File: src/rtl/mux_selfcheck_engine.sv
// Self-checking stimulus/compare engine for an N:1 mux DUT: drives LFSR vectors on I/S,
// compares Y against I[S] after DUT_LAT cycles and reports pass, counts and first failing vector.
module mux_selfcheck_engine #(
  parameter int          N_IN        = 8,
  parameter int          NUM_VEC     = 16,
  parameter int          DUT_LAT     = 0,
  parameter logic [31:0] LFSR_SEED   = 32'hACE12345,
  parameter int          STOP_ON_ERR = 0,
  parameter int          CNT_W       = 16,
  localparam int         SEL_W       = $clog2(N_IN)
) (
  input  logic             clk,
  input  logic             rst,
  input  logic             start,
  output logic [N_IN-1:0]  I,
  output logic [SEL_W-1:0] S,
  input  logic             Y,
  output logic             busy,
  output logic             done,
  output logic             pass,
  output logic [CNT_W-1:0] vec_count,
  output logic [CNT_W-1:0] err_count,
  output logic [CNT_W-1:0] fail_idx
);

  localparam logic [31:0]      POLY = 32'h80200003;
  localparam logic [CNT_W-1:0] NV   = CNT_W'(NUM_VEC);

  typedef enum logic [1:0] {ST_IDLE, ST_RUN, ST_DRAIN, ST_DONE} state_t;

  state_t             r_state;
  state_t             w_nextState;
  logic [31:0]        r_lfsr;
  logic [N_IN-1:0]    r_I;
  logic [SEL_W-1:0]   r_S;
  logic [CNT_W-1:0]   r_ldIdx;
  logic [CNT_W-1:0]   r_vec;
  logic [CNT_W-1:0]   r_err;
  logic [CNT_W-1:0]   r_fail;
  logic               r_pass;
  logic               r_expV [0:DUT_LAT];
  logic               r_expD [0:DUT_LAT];

  logic               w_startAcc;
  logic               w_active;
  logic               w_cmp;
  logic               w_mis;
  logic               w_stop;
  logic               w_last;
  logic               w_load;
  logic [31:0]        w_src;
  logic [N_IN-1:0]    w_srcI;
  logic [SEL_W-1:0]   w_srcS;
  logic               w_exp;
  logic [CNT_W-1:0]   w_errInc;

  function automatic logic [31:0] lfsrStep(input logic [31:0] v);
    return {1'b0, v[31:1]} ^ (v[0] ? POLY : 32'h0);
  endfunction

  assign w_startAcc = start && ((r_state == ST_IDLE) || (r_state == ST_DONE));
  assign w_active   = (r_state == ST_RUN) || (r_state == ST_DRAIN);
  assign w_cmp      = w_active && r_expV[DUT_LAT];
  assign w_mis      = w_cmp && (Y != r_expD[DUT_LAT]);
  assign w_stop     = (STOP_ON_ERR != 0) && w_mis;
  assign w_last     = w_cmp && ((r_vec + 1'b1) == NV);
  // A stopping mismatch also suppresses the load on that edge so I/S freeze on the failing vector
  assign w_load     = w_startAcc || ((r_state == ST_RUN) && (r_ldIdx != NV) && !w_stop);
  assign w_src      = w_startAcc ? LFSR_SEED : r_lfsr;
  assign w_srcI     = w_src[N_IN-1:0];
  assign w_srcS     = w_src[31 -: SEL_W];
  assign w_exp      = w_srcI[w_srcS];
  assign w_errInc   = (r_err == '1) ? r_err : r_err + 1'b1;

  always_ff @(posedge clk) begin
    if (rst) r_state <= ST_IDLE;
    else     r_state <= w_nextState;
  end

  always_comb begin
    w_nextState = r_state;
    case (r_state)
      ST_IDLE:  if (start) w_nextState = ST_RUN;
      ST_RUN: begin
        if (w_stop || w_last)   w_nextState = ST_DONE;
        else if (r_ldIdx == NV) w_nextState = ST_DRAIN;
      end
      ST_DRAIN: if (w_stop || w_last) w_nextState = ST_DONE;
      ST_DONE:  if (start) w_nextState = ST_RUN;
      default:  w_nextState = ST_IDLE;
    endcase
  end

  always_ff @(posedge clk) begin
    if (rst) begin
      r_lfsr  <= LFSR_SEED;
      r_I     <= '0;
      r_S     <= '0;
      r_ldIdx <= '0;
      r_vec   <= '0;
      r_err   <= '0;
      r_fail  <= '0;
      r_pass  <= 1'b0;
      for (int i = 0; i <= DUT_LAT; i++) begin
        r_expV[i] <= 1'b0;
        r_expD[i] <= 1'b0;
      end
    end else begin
      if (w_startAcc) begin
        r_vec  <= '0;
        r_err  <= '0;
        r_fail <= '0;
        r_pass <= 1'b0;
      end else if (w_cmp) begin
        r_vec <= r_vec + 1'b1;
        if (w_mis) begin
          r_err <= w_errInc;
          if (r_err == '0) r_fail <= r_vec;
        end
        if (w_stop || w_last) r_pass <= (r_err == '0) && !w_mis;
      end
      if (w_load) begin
        r_I     <= w_srcI;
        r_S     <= w_srcS;
        r_lfsr  <= lfsrStep(w_src);
        r_ldIdx <= w_startAcc ? CNT_W'(1) : r_ldIdx + 1'b1;
      end
      // Expected-value pipeline; flushed on stop so discarded vectors never compare
      r_expV[0] <= w_load;
      r_expD[0] <= w_exp;
      for (int i = 1; i <= DUT_LAT; i++) begin
        r_expV[i] <= r_expV[i-1] && !w_stop && !w_startAcc;
        r_expD[i] <= r_expD[i-1];
      end
    end
  end

  assign I         = r_I;
  assign S         = r_S;
  assign busy      = w_active;
  assign done      = (r_state == ST_DONE);
  assign pass      = r_pass;
  assign vec_count = r_vec;
  assign err_count = r_err;
  assign fail_idx  = r_fail;

endmodule
File: config.mk
export PLATFORM = sky130hd
export DESIGN_NAME = mux_selfcheck_engine
export DESIGN_NICKNAME = d
export VERILOG_FILES = /design/src/rtl/mux_selfcheck_engine.sv
export SDC_FILE = /design/constraint.sdc
export NUM_CORES = 1
export LEC_CHECK = 0
export BUFFER_PORTS_ARGS = -buffer_cell sky130_fd_sc_hd__buf_2
export CORE_ASPECT_RATIO = 1.5
export CORE_MARGIN = 1
export CORE_UTILIZATION = 64
export CTS_BUF_LIST = sky130_fd_sc_hd__clkbuf_8
export DETAILED_ROUTE_END_ITERATION = 10
export GPL_TIMING_DRIVEN = 0
export PLACE_DENSITY = 0.87
export SYNTH_ARGS = -nofsm -noshare
export SYNTH_HDL_FRONTEND = slang
export SYNTH_SLANG_ARGS = --single-unit
File: constraint.sdc
create_clock -name clk -period 4.7 [get_ports clk]
set_clock_uncertainty 0.1 [all_clocks]
set_input_delay 0.47 -clock clk [delete_from_list [all_inputs] [get_ports clk]]
set_output_delay 0.47 -clock clk [all_outputs]
set_load 0.01 [all_outputs]
# --- Word level (Yosys, flattened, before mapping) ---
# Memory sizes are Yosys's and may differ from the RTL's.
# Index checks and enable logic that the tools add are counted.
word_totals:
  regBits: 110
  wordCells: 65
  mem_count: 2
  ram_bits: 2
  output_inout_bits: 62
classes:
  n_lt_le_gt_ge: 1
  n_reduce_logical: 20
  n_eq_ne: 11
  mux: 17
  bitwise: 2
  n_addsub: 3
memory_table:
  columns: ["memory", "words", "word_bits", "read_ports", "rd_clocked_by_memory_dff", "write_ports", "line", "rtl"]
  rows:
  - ["r_expD", 1, 1, 1, 0, 1, "42", "logic r_expD [0:DUT_LAT];"]
  - ["r_expV", 1, 1, 1, 0, 1, "41", "logic r_expV [0:DUT_LAT];"]
op_table:
  columns: ["op", "count"]
  rows:
  - ["$mux W32", 2]
  - ["$add A16 B1 Y16 const B", 3]
  - ["$eq A16 B5 Y1 const B", 2]
  - ["$xor A31 B32 Y32", 1]
  - ["$eq A16 B16 Y1 const B", 1]
  - ["$logic_not A16 Y1", 1]
  - ["$mux W16", 1]
  - ["$ne A16 B5 Y1 const B", 1]
  - ["$reduce_and A3 Y1", 3]
  - ["$mux W1", 8]
  - ["$mux W2", 4]
  - ["$logic_and A1 B1 Y1", 6]
  - ["$pmux W2 S3", 1]
  - ["$eq A2 B2 Y1 const B", 2]
  - ["$lt A3 B4 Y1 const B", 1]
  - ["$reduce_or A2 Y1", 2]
  - ["$bmux W1 S3", 1]
  - ["$logic_or A1 B1 Y1", 3]
  - ["$ne A3 B2 Y1 const B", 1]
  - ["$eq A2 B1 Y1 const B", 1]
  - ["$logic_not A2 Y1", 1]
  - ["$ne A2 B1 Y1 const B", 1]
  - ["$ne A2 B2 Y1 const B", 1]
  - ["$reduce_and A2 Y1", 1]
  - ["other kinds (4)", 5]

# --- Longest topological paths before layout ---
depth:
  depth_word: 7
  ltp_mapped: 10
  mapped_depth_nobuf: 9

# --- Least setup slack after synthesis ---
# Ideal clock, no wire load.
synth_timing:
  kind: "reg-to-reg"
  start: "register r_state[0]"
  end: "register r_fail[8], in the netlist fail_idx[8]"
  setup_time_ps: 128
  setup_slack_ps: 2258
  arrival_time_ps: 2214
  n_path_buf: 2
  stages_incl_launch_ff: 10
  period_less_slack_ps: 2442
  t_required_ps: 4472
  path_cell_list: "dfxtp_1 inv_1 ha_1 nor2b_1 buf_2 nand2_1 nor2_1 buf_4 mux2i_1 nor2_1"
synth_between:
  elab_chain_cells: 5
  word_cells_on_any_way: 11
  classes_between: "eq/ne (3); reduce/logical (8)"
synth_rtl:
  columns: ["item", "line", "rtl"]
  rows:
  - ["from (decl)", "31", "state_t r_state;"]
  - ["from (signal assigned)", "77", "else r_state <= w_nextState;"]
  - ["$eq A2 B1 Y1 / $eq A2 B2 Y1 (equally long branches)", "62", "assign w_active = (r_state == ST_RUN) || (r_state == ST_DRAIN);"]
  - ["$logic_or A1 B1 Y1", "62", null]
  - ["$logic_and A1 B1 Y1", "63", "assign w_cmp = w_active && r_expV[DUT_LAT];"]
  - ["$logic_and A1 B1 Y1", "64", "assign w_mis = w_cmp && (Y != r_expD[DUT_LAT]);"]
  - ["$reduce_and A3 Y1 (no source line)", null, null]
  - ["to (signal assigned)", "118", "if (r_err == '0) r_fail <= r_vec;"]
  - ["to (decl)", "39", "logic [CNT_W-1:0] r_fail;"]
# Parallel ways exist; a longest one is shown, timed or not.
# A chain may end at the register's enable or synchronous reset.

# --- Worst setup path in the final report ---
layout_timing:
  start: "register r_state[0]"
  end: "register r_fail[14], in the netlist fail_idx[14]"
# Same word-level chain as after synthesis.

==> flow_summary.toml <==
[pwr]
p_switching_uw = 856
ir_drop_mv = 0.405
powerDensity_nw_per_um2 = 433
p_int_mw = 1.49
p_clk_share_pct = 22.7
p_seq_share_pct = 47.1
finalPower_mw = 2.35
p_leak_nw = 2.22
combPwrFrac_pct = 30.2
p_sw_share_pct = 36.5

[worst_setup_path]
endpoint = "fail_idx[14]"
end_kind = "register"
reg2reg_depth = 9
critPathMaxStageDelay_ps = 700
critPathArrivalTime_ps = 3230
worst-setup-path-type = "register to register"
cp_common_cell = "nor2_1"
path_cells = "inv_1, ha_1, nor2b_1, buf_2, nand2_1, nor2_1, buf_4, mux2i_1, nor2_1"
crit_path_max_fanout = 10
rrSetupSlack_ps = 1620
required_ps = 4850
cp_slowest_cell = "nor2_1"
startpoint_type = "register"
r2r-end = "fail_idx[14]"
setup.worst_path.start = "r_state[0]"
r2r_start = "r_state[0]"

[timing]
rsz0062_at_grt = "no"
setup-violations-final = 0
tightest_slew_ps = 862
period_share_pct = 65.6
fmax_mhz = 324
report.final.slew_viol_count = 0
final.min_clock_period_ps = 3080
setup-tns-final_ps = 0
hold_violations = 0
slew_headroom_pct = 42.3

[worst_hold_path]
hold_path.class = "input port to register"

[route]
wl_per_cell_um = 15.3
drc = 0
viasPerCell = 5.72
drtAntennaViolNets = 0
wirelength_mm = 11.2
vias = 4170
drtIter0Drc = 387
first_pass_iters = 5

[cells_and_area]
num_antenna_cells = 0
final_area_um2 = 5430
multiInputGateArea_um2 = 2430
seq_area_um2 = 2140
utilization_pct = 75.1
fillCellCount = 552
layout_common_cells = "dfxtp_1 (107), nand2_1 (86), nor2_1 (71), buf_2 (68), xor2_1 (34)"
instances_no_fill = 729
final_common_cell = "dfxtp_1"
area_growth_pct = 13.1
fin_nets = 638
drive_gt1_share_pct = 17.0

[synthesis]
yosys_warnings = 0
ys_types = 49
syn-num-nets = 563
ys_ff_latch = 107
ys_seq_area_share_pct = 44.6
synth_area_um2 = 4800
synth_top_family_by_area = "simple AND/OR/NAND/NOR gates"
synth-main-ff-cell = "dfxtp_1"
synth_xor_area_share_pct = 8.76
synth_compound_area_share_pct = 8.97
synth_area_per_cell_um2 = 8.74
synthAdderAreaFrac_pct = 2.61
synthCells = 549
synth_edf_count = 0
synth-async-reset-ratio_pct = 0
synthSimpleGateAreaFrac_pct = 24.2
muxShareOfSynthArea_pct = 6.15

[grt]
grt_use_total_pct = 29.5
antenna_found_initial = 0
grt_max_degree = 17
overflow = 0
grt_pass1_vias = 3948
grt_pass1_wl_mm = 17.8

[floorplan]
die_w_um = 72.7
rows = 38
die-area_um2 = 7860
initial_core_util_pct = 66.4
die_h_um = 108
num_io_pins = 66
fp.coreArea_um2 = 7230

[place]
placed_area_um2 = 5250
numPortBuffers = 64
dp_hpwl_mm = 7.90
gp_congestion = 0.852
dp.cells = 713

[clock_network]
clk_pin_slew_ps = 90
cts_setup_buffers = 0
h-tree-depth = 3
cts_sinks = 107
clock_latency_ps = 380
numCtsBuffers = 9
cts_tree = "done"
postCtsHoldBufs = 0
postCtsResizedCells = 0
clock_path_buffers = 2
root_buffer = "clkbuf_8"

[run]
drv_cap = 0

[status]
status = "finished clean"
synthesized netlist by cell type, types with 10 or more instances:
master    instances  area [um^2]
xnor2_1          14          123
mux2i_1          25          250
ha_1             10          125
a21oi_1          30          150
clkbuf_1         21         78.8
nor2_1           71          267
xor2_1           34          298
nand2_1          86          323
nand3_1          19         95.1
nand4_1          14         87.6
a31oi_1          10         62.6
dfxtp_1         107         2140
cell type report:
| class | instances | area share, % |
|---|---|---|
| Clock inverter | 5 | 0.553 |
| Sequential cell | 107 | 39.5 |
| Multi-Input combinational cell | 396 | 44.8 |
| Inverter | 9 | 0.623 |
| Tap cell | 100 | 2.31 |
| Clock buffer | 11 | 2.79 |
| Buffer | 37 | 3.55 |
| Timing Repair Buffer | 64 | 5.90 |
power groups by stage:
stage / Combinational [mW] / Sequential [mW] / Clock [mW]
6_report: 0.710 / 1.11 / 0.532
5_1_grt: 0.777 / 1.12 / 0.569
4_1_cts: 0.708 / 1.10 / 0.533
3_5_place_dp: 0.699 / 1.12 / 0
3_3_place_gp: 0.676 / 1.12 / 0
2_1_floorplan: 0.508 / 1.10 / 0
layer usage:
layer | global-route usage [%] | wire length [um]
met4 | 17.1 | 396
met5 | 0 | 0
met3 | 4.29 | 461
met2 | 53.5 | 5890
met1 | 31.9 | 4400
critical path, delay by kind of cell (launching register included):
kind | cells | cell delay, ps
simple gates | 4 | 1120
buf+inv | 3 | 690
flops | 1 | 430
fa+ha+maj | 1 | 390
mux | 1 | 230
how the worst min path moves through the flow:
stage / from / end / cells after the start / slack [ps]
after floorplan: r_lfsr[11] / r_lfsr[10] / 2 / 330
after global placement: r_lfsr[11] / r_lfsr[10] / 2 / 340
after detailed placement: I[7] / I[7] / 2 / 350
after CTS: start / r_state[1] / 2 / 260
after global routing: start / r_state[1] / 2 / 280
final: start / r_state[1] / 2 / 280
per-stage QoR:
step | worst slack (ps) | hold slack (ps)
finish | 1620 | 279
global route | 1390 | 276
detailed placement | 1650 | 347
CTS | 1620 | 260
floorplan | 2260 | 332
global placement | 1780 | 338
kinds of logic after synthesis:
logic type / count (synthesis)
DFF: 107
AOI/OAI and AO/OA: 67
adders and majority gates: 10
xor gates and xnor gates: 48
buffers and inverters: 46
and+or+nand+nor: 244
muxes: 27
registers in the layout, indices dropped and copies added, names as in the netlist:
name	flops
S	1
err_count	16
fail_idx	16
I	5
r_ldIdx	16
r_state	2
r_expV	1
vec_count	16
r_expD	1
pass	1
r_lfsr	32
Power figures use the tool's default switching activity.
